$ cat src/rtl/mm_host_pkg.sv
// Shared types and constants for the multiplier host sequencer: state encoding,
// mode-line encodings, register selects and the registered output bundle.
package mm_host_pkg;

    typedef enum logic [2:0] {
        ST_IDLE,
        ST_WR,
        ST_LD,
        ST_MM,
        ST_RD,
        ST_ERR
    } state_t;

    // Mode lines are {load, write}
    localparam logic [1:0] MODE_WRITE  = 2'b01;
    localparam logic [1:0] MODE_LOAD   = 2'b10;
    localparam logic [1:0] MODE_MATMUL = 2'b00;
    localparam logic [1:0] MODE_READ   = 2'b11;

    localparam logic [2:0] REG_A = 3'd0;
    localparam logic [2:0] REG_B = 3'd1;
    localparam logic [2:0] REG_C = 3'd2;

    localparam int OPERAND_COUNT = 8;
    localparam int RESULT_COUNT  = 4;

    typedef struct packed {
        logic       en;
        logic [1:0] mode;
        logic [7:0] data_in;
        logic [1:0] idx;
        logic [2:0] reg_select;
        logic       op_ready;
        logic [7:0] res_data;
        logic       res_valid;
        logic       busy;
        logic       done;
        logic       err;
    } host_out_t;

    localparam host_out_t OUT_RESET = '{
        en:         1'b0,
        mode:       MODE_WRITE,
        data_in:    8'd0,
        idx:        2'd0,
        reg_select: 3'd0,
        op_ready:   1'b0,
        res_data:   8'd0,
        res_valid:  1'b0,
        busy:       1'b0,
        done:       1'b0,
        err:        1'b0
    };

    function automatic logic [2:0] operand_reg(input logic [3:0] n);
        return (n < 4'd4) ? REG_A : REG_B;
    endfunction

endpackage

$ cat src/rtl/int_edge_watchdog.sv
// Rising-edge detector on the FSM interrupt plus a clearable watchdog counter
// that flags when TIMEOUT_CYCLES enabled cycles pass without an edge.
module int_edge_watchdog #(
    parameter int TIMEOUT_CYCLES = 64
) (
    input  logic clk,
    input  logic reset,
    input  logic irq,
    input  logic clear,
    input  logic enable,
    output logic rise,
    output logic expired
);

    localparam int CNT_W = (TIMEOUT_CYCLES > 1) ? $clog2(TIMEOUT_CYCLES) : 1;
    localparam logic [CNT_W-1:0] TERMINAL = CNT_W'(TIMEOUT_CYCLES - 1);

    logic             int_q;
    logic [CNT_W-1:0] cnt;

    assign rise    = irq && !int_q;
    assign expired = enable && (cnt == TERMINAL);

    always_ff @(posedge clk or posedge reset) begin
        if (reset) begin
            int_q <= 1'b0;
            cnt   <= '0;
        end else begin
            int_q <= irq;
            // Counter parks at terminal count; the sequencer leaves the wait state then
            if (clear) begin
                cnt <= '0;
            end else if (enable && (cnt != TERMINAL)) begin
                cnt <= cnt + 1'b1;
            end
        end
    end

endmodule

$ cat src/rtl/mm_host_sequencer.sv
// Host-side initiator that writes both operand matrices into the multiplier FSM,
// runs load and matmul, then streams the four result bytes out with a handshake.
module mm_host_sequencer
    import mm_host_pkg::*;
#(
    parameter int READ_LAT       = 1,
    parameter int TIMEOUT_CYCLES = 64
) (
    input  logic       clk,
    input  logic       reset,
    input  logic       start,
    input  logic [7:0] op_data,
    input  logic       op_valid,
    output logic       op_ready,
    output logic [7:0] res_data,
    output logic       res_valid,
    input  logic       res_ready,
    output logic       busy,
    output logic       done,
    output logic       err,
    output logic       mm_en,
    output logic       mm_write,
    output logic       mm_load,
    output logic [7:0] mm_data_in,
    output logic [1:0] mm_idx,
    output logic [2:0] mm_reg_select,
    input  logic       mm_int,
    input  logic [7:0] mm_data_out
);

    localparam int LAT_W = $clog2(READ_LAT + 1) + 1;

    state_t          state, state_n;
    host_out_t       outs, outs_n;
    logic [3:0]      op_cnt, op_cnt_n;
    logic [LAT_W-1:0] lat_cnt, lat_cnt_n;

    logic wd_clear, wd_enable, int_rise, wd_expired;

    int_edge_watchdog #(
        .TIMEOUT_CYCLES(TIMEOUT_CYCLES)
    ) u_watchdog (
        .clk    (clk),
        .reset  (reset),
        .irq    (mm_int),
        .clear  (wd_clear),
        .enable (wd_enable),
        .rise   (int_rise),
        .expired(wd_expired)
    );

    assign wd_enable = (state == ST_LD) || (state == ST_MM);
    assign wd_clear  = (state_n != state) && ((state_n == ST_LD) || (state_n == ST_MM));

    // Returning to IDLE keeps the last result byte but restores every other output
    function automatic host_out_t idle_outputs(input host_out_t cur);
        host_out_t o;
        o          = OUT_RESET;
        o.res_data = cur.res_data;
        return o;
    endfunction

    always_comb begin
        state_n     = state;
        outs_n      = outs;
        outs_n.done = 1'b0;
        outs_n.err  = 1'b0;
        op_cnt_n    = op_cnt;
        lat_cnt_n   = lat_cnt;

        case (state)
            ST_IDLE: begin
                if (start) begin
                    state_n         = ST_WR;
                    op_cnt_n        = '0;
                    outs_n.en       = 1'b1;
                    outs_n.mode     = MODE_WRITE;
                    outs_n.op_ready = 1'b1;
                    outs_n.busy     = 1'b1;
                end
            end

            // After the last byte is accepted, op_ready drops and one more cycle presents it
            ST_WR: begin
                if (outs.op_ready && op_valid) begin
                    outs_n.reg_select = operand_reg(op_cnt);
                    outs_n.idx        = op_cnt[1:0];
                    outs_n.data_in    = op_data;
                    op_cnt_n          = op_cnt + 4'd1;
                    if (op_cnt == 4'(OPERAND_COUNT - 1)) begin
                        outs_n.op_ready = 1'b0;
                    end
                end else if (!outs.op_ready) begin
                    state_n     = ST_LD;
                    outs_n.mode = MODE_LOAD;
                end
            end

            ST_LD: begin
                if (int_rise) begin
                    state_n     = ST_MM;
                    outs_n.mode = MODE_MATMUL;
                end else if (wd_expired) begin
                    state_n    = ST_ERR;
                    outs_n.en  = 1'b0;
                    outs_n.err = 1'b1;
                end
            end

            ST_MM: begin
                if (int_rise) begin
                    state_n           = ST_RD;
                    outs_n.mode       = MODE_READ;
                    outs_n.reg_select = REG_C;
                    outs_n.idx        = 2'd0;
                    lat_cnt_n         = '0;
                end else if (wd_expired) begin
                    state_n    = ST_ERR;
                    outs_n.en  = 1'b0;
                    outs_n.err = 1'b1;
                end
            end

            ST_RD: begin
                if (!outs.res_valid) begin
                    if (lat_cnt == LAT_W'(READ_LAT)) begin
                        outs_n.res_data  = mm_data_out;
                        outs_n.res_valid = 1'b1;
                    end else begin
                        lat_cnt_n = lat_cnt + 1'b1;
                    end
                end else if (res_ready) begin
                    outs_n.res_valid = 1'b0;
                    if (outs.idx == 2'(RESULT_COUNT - 1)) begin
                        state_n     = ST_IDLE;
                        outs_n      = idle_outputs(outs);
                        outs_n.done = 1'b1;
                    end else begin
                        outs_n.idx = outs.idx + 2'd1;
                        lat_cnt_n  = '0;
                    end
                end
            end

            ST_ERR: begin
                state_n = ST_IDLE;
                outs_n  = idle_outputs(outs);
            end

            default: begin
                state_n = ST_IDLE;
                outs_n  = idle_outputs(outs);
            end
        endcase
    end

    always_ff @(posedge clk or posedge reset) begin
        if (reset) begin
            state   <= ST_IDLE;
            outs    <= OUT_RESET;
            op_cnt  <= '0;
            lat_cnt <= '0;
        end else begin
            state   <= state_n;
            outs    <= outs_n;
            op_cnt  <= op_cnt_n;
            lat_cnt <= lat_cnt_n;
        end
    end

    assign op_ready      = outs.op_ready;
    assign res_data      = outs.res_data;
    assign res_valid     = outs.res_valid;
    assign busy          = outs.busy;
    assign done          = outs.done;
    assign err           = outs.err;
    assign mm_en         = outs.en;
    assign mm_load       = outs.mode[1];
    assign mm_write      = outs.mode[0];
    assign mm_data_in    = outs.data_in;
    assign mm_idx        = outs.idx;
    assign mm_reg_select = outs.reg_select;

endmodule
$ cat config.mk
export PLATFORM = sky130hd
export DESIGN_NAME = mm_host_sequencer
export DESIGN_NICKNAME = d
export VERILOG_FILES = /design/src/rtl/mm_host_pkg.sv /design/src/rtl/int_edge_watchdog.sv /design/src/rtl/mm_host_sequencer.sv
export SDC_FILE = /design/constraint.sdc
export NUM_CORES = 1
export LEC_CHECK = 0
export BUFFER_PORTS_ARGS = -buffer_cell sky130_fd_sc_hd__buf_2
export CORE_ASPECT_RATIO = 1.75
export CORE_UTILIZATION = 50
export CTS_BUF_LIST = sky130_fd_sc_hd__clkbuf_4 sky130_fd_sc_hd__clkbuf_8
export CTS_CLUSTER_SIZE = 40
export DETAILED_ROUTE_END_ITERATION = 10
export PLACE_DENSITY = 0.81
export SYNTH_ARGS = -nofsm -noshare
export SYNTH_HDL_FRONTEND = slang
export SYNTH_SLANG_ARGS = --single-unit
$ cat constraint.sdc
create_clock -name clk -period 1.7 [get_ports clk]
set_input_delay 0.17 -clock clk [delete_from_list [all_inputs] [get_ports clk]]
set_output_delay 0.17 -clock clk [all_outputs]
set_load 0.01 [all_outputs]
==> results.cfg <==
[worst_setup_path]
startpoint_type = register
crit_required_ps = 1880
path_class = reg -> reg
arrival_ps = 1780
cp_max_fo = 4
cp-end-kind = register

[timing]
min_period_ps = 1600
setup_viol = 0
finalSetupTns_ps = 0
worst-slew-pin-transition_ps = 543
worst_slack_ps = 97.2
relSlewSlack_pct = 63.8
skew_ps = 12.8
hold_viol_final = 0
clock.fmax_mhz = 624
rsz0062_at_grt = false
post-route-period-util_pct = 94.3
maxSlewViolCount = 0

[clock_network]
insertion_delay_ps = 300
cts_root_buf = clkbuf_8
clk_path_buf_depth = 2
tritoncts = yes
cts_buffers = 5
path_clk_slew_ps = 90
cts_max_level = 2
clock-sinks = 44

[global_route]
grt_pass1_vias = 1813
track_usage_pct = 23.4
grt_max_degree = 45
grt_pass1_wl_um = 7790
antenna_found_initial = 0
overflow = 0

[final_layout]
final_util_pct = 67.3
ff_latch_area_mm2 = 0.00110
instances_no_fill = 338
drive_gt1_share_pct = 36.0
final_nets = 314
insertedDiodeCount = 0
multi_input_area_mm2 = 0.00102
fill_cells = 341
synthToLayoutAreaGrowth_pct = 29.1

[worst_hold_path]
hold_path_class = in -> reg

[drt]
viasPerCell = 5.59
drt-pass1-iter-count = 4
drt_iter0_drc = 54
antenna_left = 0
route.vias.total = 1891
drcViolationCount = 0
wl_um = 4870
routedWlPerCell_um = 14.4

[status]
status = completed

[logic_synthesis]
yosys_register_bits = 44
synth_cell_types = 49
synthSimpleGateAreaFrac_pct = 19.2
yosys_warnings = 0
synthAdderAreaFrac_pct = 2.31
synth_area_mm2 = 0.00216
ys_async_sr_fraction_pct = 100
synth_compound_area_share_pct = 16.9
synth_xor_area_share_pct = 1.21
yosysTopAreaCell = dfrtp_1
synth.avg_cell_area_um2 = 10.2
ys_seq_area_share_pct = 51.0
synthFlopType = dfrtp_1
yosysTopAreaCellShare_pct = 49.7
synth_edf_count = 0
synth_top_family_by_area = simple AND/OR/NAND/NOR gates
synth_fp_nets = 238
netlist_top_cells_area = dfrtp_1 (50%), mux2_2 (4.7%), o21ai_0 (4.4%)
synthMuxAreaShare_pct = 6.07
synth_cells = 212

[placed_design]
place_inst = 325
gp_congestion = 0.930
dpl.hpwl_um = 3630
post-place-ws_ps = -25.5
io_buffer_count = 49

[pwr]
powerDensity_mw_per_mm2 = 1640
leakage_nw = 1.37
irDropWorstVdd_v = 0.00108

[floorplan]
die_y_um = 89.0
start_util_pct = 52.1
ioPinCount = 51
coreArea_mm2 = 0.00415
die_area_mm2 = 0.00460
rows = 31
fp.dieW_um = 51.7

[flow_run]
max_cap_violations = 0
==> per-layer routing <==
metal / track usage (%) / wire length, um
met1: 23.5 / 1760
met2: 42.0 / 2770
met3: 4.59 / 133
met4: 16.5 / 204
met5: 0 / 0
==> cell usage in the layout, fill, tap and decap left out, types with 2 or more instances in the layout <==
master / n
a211o_1: 3
a21o_1: 3
a21oi_1: 7
a22o_1: 2
and4b_1: 2
buf_2: 49
buf_4: 28
clkbuf_8: 6
dfrtp_1: 42
ha_1: 3
inv_1: 4
mux2_2: 9
mux2i_1: 3
nand2_1: 25
nand2b_1: 2
nand3_1: 9
nor2_1: 20
nor2b_1: 6
nor3_1: 4
nor4_1: 2
o211a_1: 2
o211ai_1: 3
o21ai_0: 19
o41ai_1: 2
xor2_1: 3
==> synth_stat cells, types with 2 or more instances <==
| master | number |
|---|---|
| dfrtp_1 | 43 |
| nand2_1 | 25 |
| nor2_1 | 20 |
| o21ai_0 | 19 |
| mux2_2 | 9 |
| nand3_1 | 9 |
| a21oi_1 | 7 |
| nor2b_1 | 6 |
| inv_1 | 5 |
| buf_2 | 4 |
| ha_1 | 4 |
| nor3_1 | 4 |
| a211o_1 | 3 |
| a21o_1 | 3 |
| buf_4 | 3 |
| mux2i_1 | 3 |
| o211ai_1 | 3 |
| xor2_1 | 3 |
| a211oi_1 | 2 |
| a22o_1 | 2 |
| and4b_1 | 2 |
| clkbuf_1 | 2 |
| nand2b_1 | 2 |
| nor4_1 | 2 |
| o211a_1 | 2 |
| o41ai_1 | 2 |
==> sequential cells by signal, indices dropped and copies added, names as in the netlist, 2 cells and up <==
register and cells:
mm_idx 2, state 3, mm_data_in 8, op_cnt 4, res_data 8, lat_cnt 2, mm_reg_select 2, u_watchdog.cnt 6
==> per-stage QoR <==
stage | hold WS (ps) | instance area, um^2 | total power [mW]
2_1_floorplan | 201 | 2180 | 2.87
3_3_place_gp | 320 | 2610 | 3.60
3_5_place_dp | 326 | 2610 | 3.67
4_1_cts | 8.49 | 2750 | 4.52
5_1_grt | 17.0 | 2790 | 4.93
6_report | 19.0 | 2790 | 4.57
==> layout make-up <==
cell class              count  share of cell area (%)
well taps                  49                    2.20
multi-input cells         154                    36.6
inverters                   5                   0.672
flip-flops and latches     44                    39.5
clock inverters             2                    1.39
repair buffers             78                    16.7
clock buffers               6                    2.96
==> worst max-delay path: stages (launching register included) <==
cell and delay [ps]:
dfrtp_1 390, ha_2 190, and3_4 200, a2111oi_4 420
nor3_1 90, o32a_1 180
==> final timing paths <==
| path | end | slack [ps] | start | cells past startpoint |
|---|---|---|---|---|
| hold reg to reg | mm_en$_DFFE_PP0P_ | 470 | mm_en$_DFFE_PP0P_ | 1 |
| hold / removal | u_watchdog.int_q$_DFF_PP0_ | 20 | mm_int | 1 |
| min in group asynchronous | done$_DFF_PP0_ | 550 | reset | 4 |
| setup / recovery | mm_load$_DFFE_PP0P_ | 100 | mm_idx[0]$_DFFE_PP0P_ | 5 |
| setup reg to reg | mm_load$_DFFE_PP0P_ | 100 | mm_idx[0]$_DFFE_PP0P_ | 5 |
| max in group asynchronous | state[1]$_DFF_PP0_ | 740 | reset | 4 |
==> what timing repair did <==
item | 4_1_cts | 5_1_grt
hold buffers | 1 | 0
hold endpoints to repair | 10 | 0
pin swaps | 2 | 2
cloned | 0 | 0
resized for setup | 1 | 7
setup buffers | 0 | 4
endpoints found under the setup margin | 3 | 14
==> power by group <==
group          switching (mW)  leakage [nW]  total [mW]  internal (mW)
Clock                   0.349        0.0614       0.829          0.480
Combinational            1.07         0.753        2.07           1.00
Sequential              0.256         0.560        1.67           1.41
Total                    1.68          1.37        4.57           2.89
==> cell families (layout without fill, tap and decap cells) <==
family          Yosys count  in the layout
mux                      12             12
simple gates             82             82
other cells               1              1
compound gates           52             52
flops                    44             44
fa+ha+maj                 4              4
xor+xnor                  3              3
buf+inv                  14             91
No activity file was read; power rests on OpenSTA's default activity.
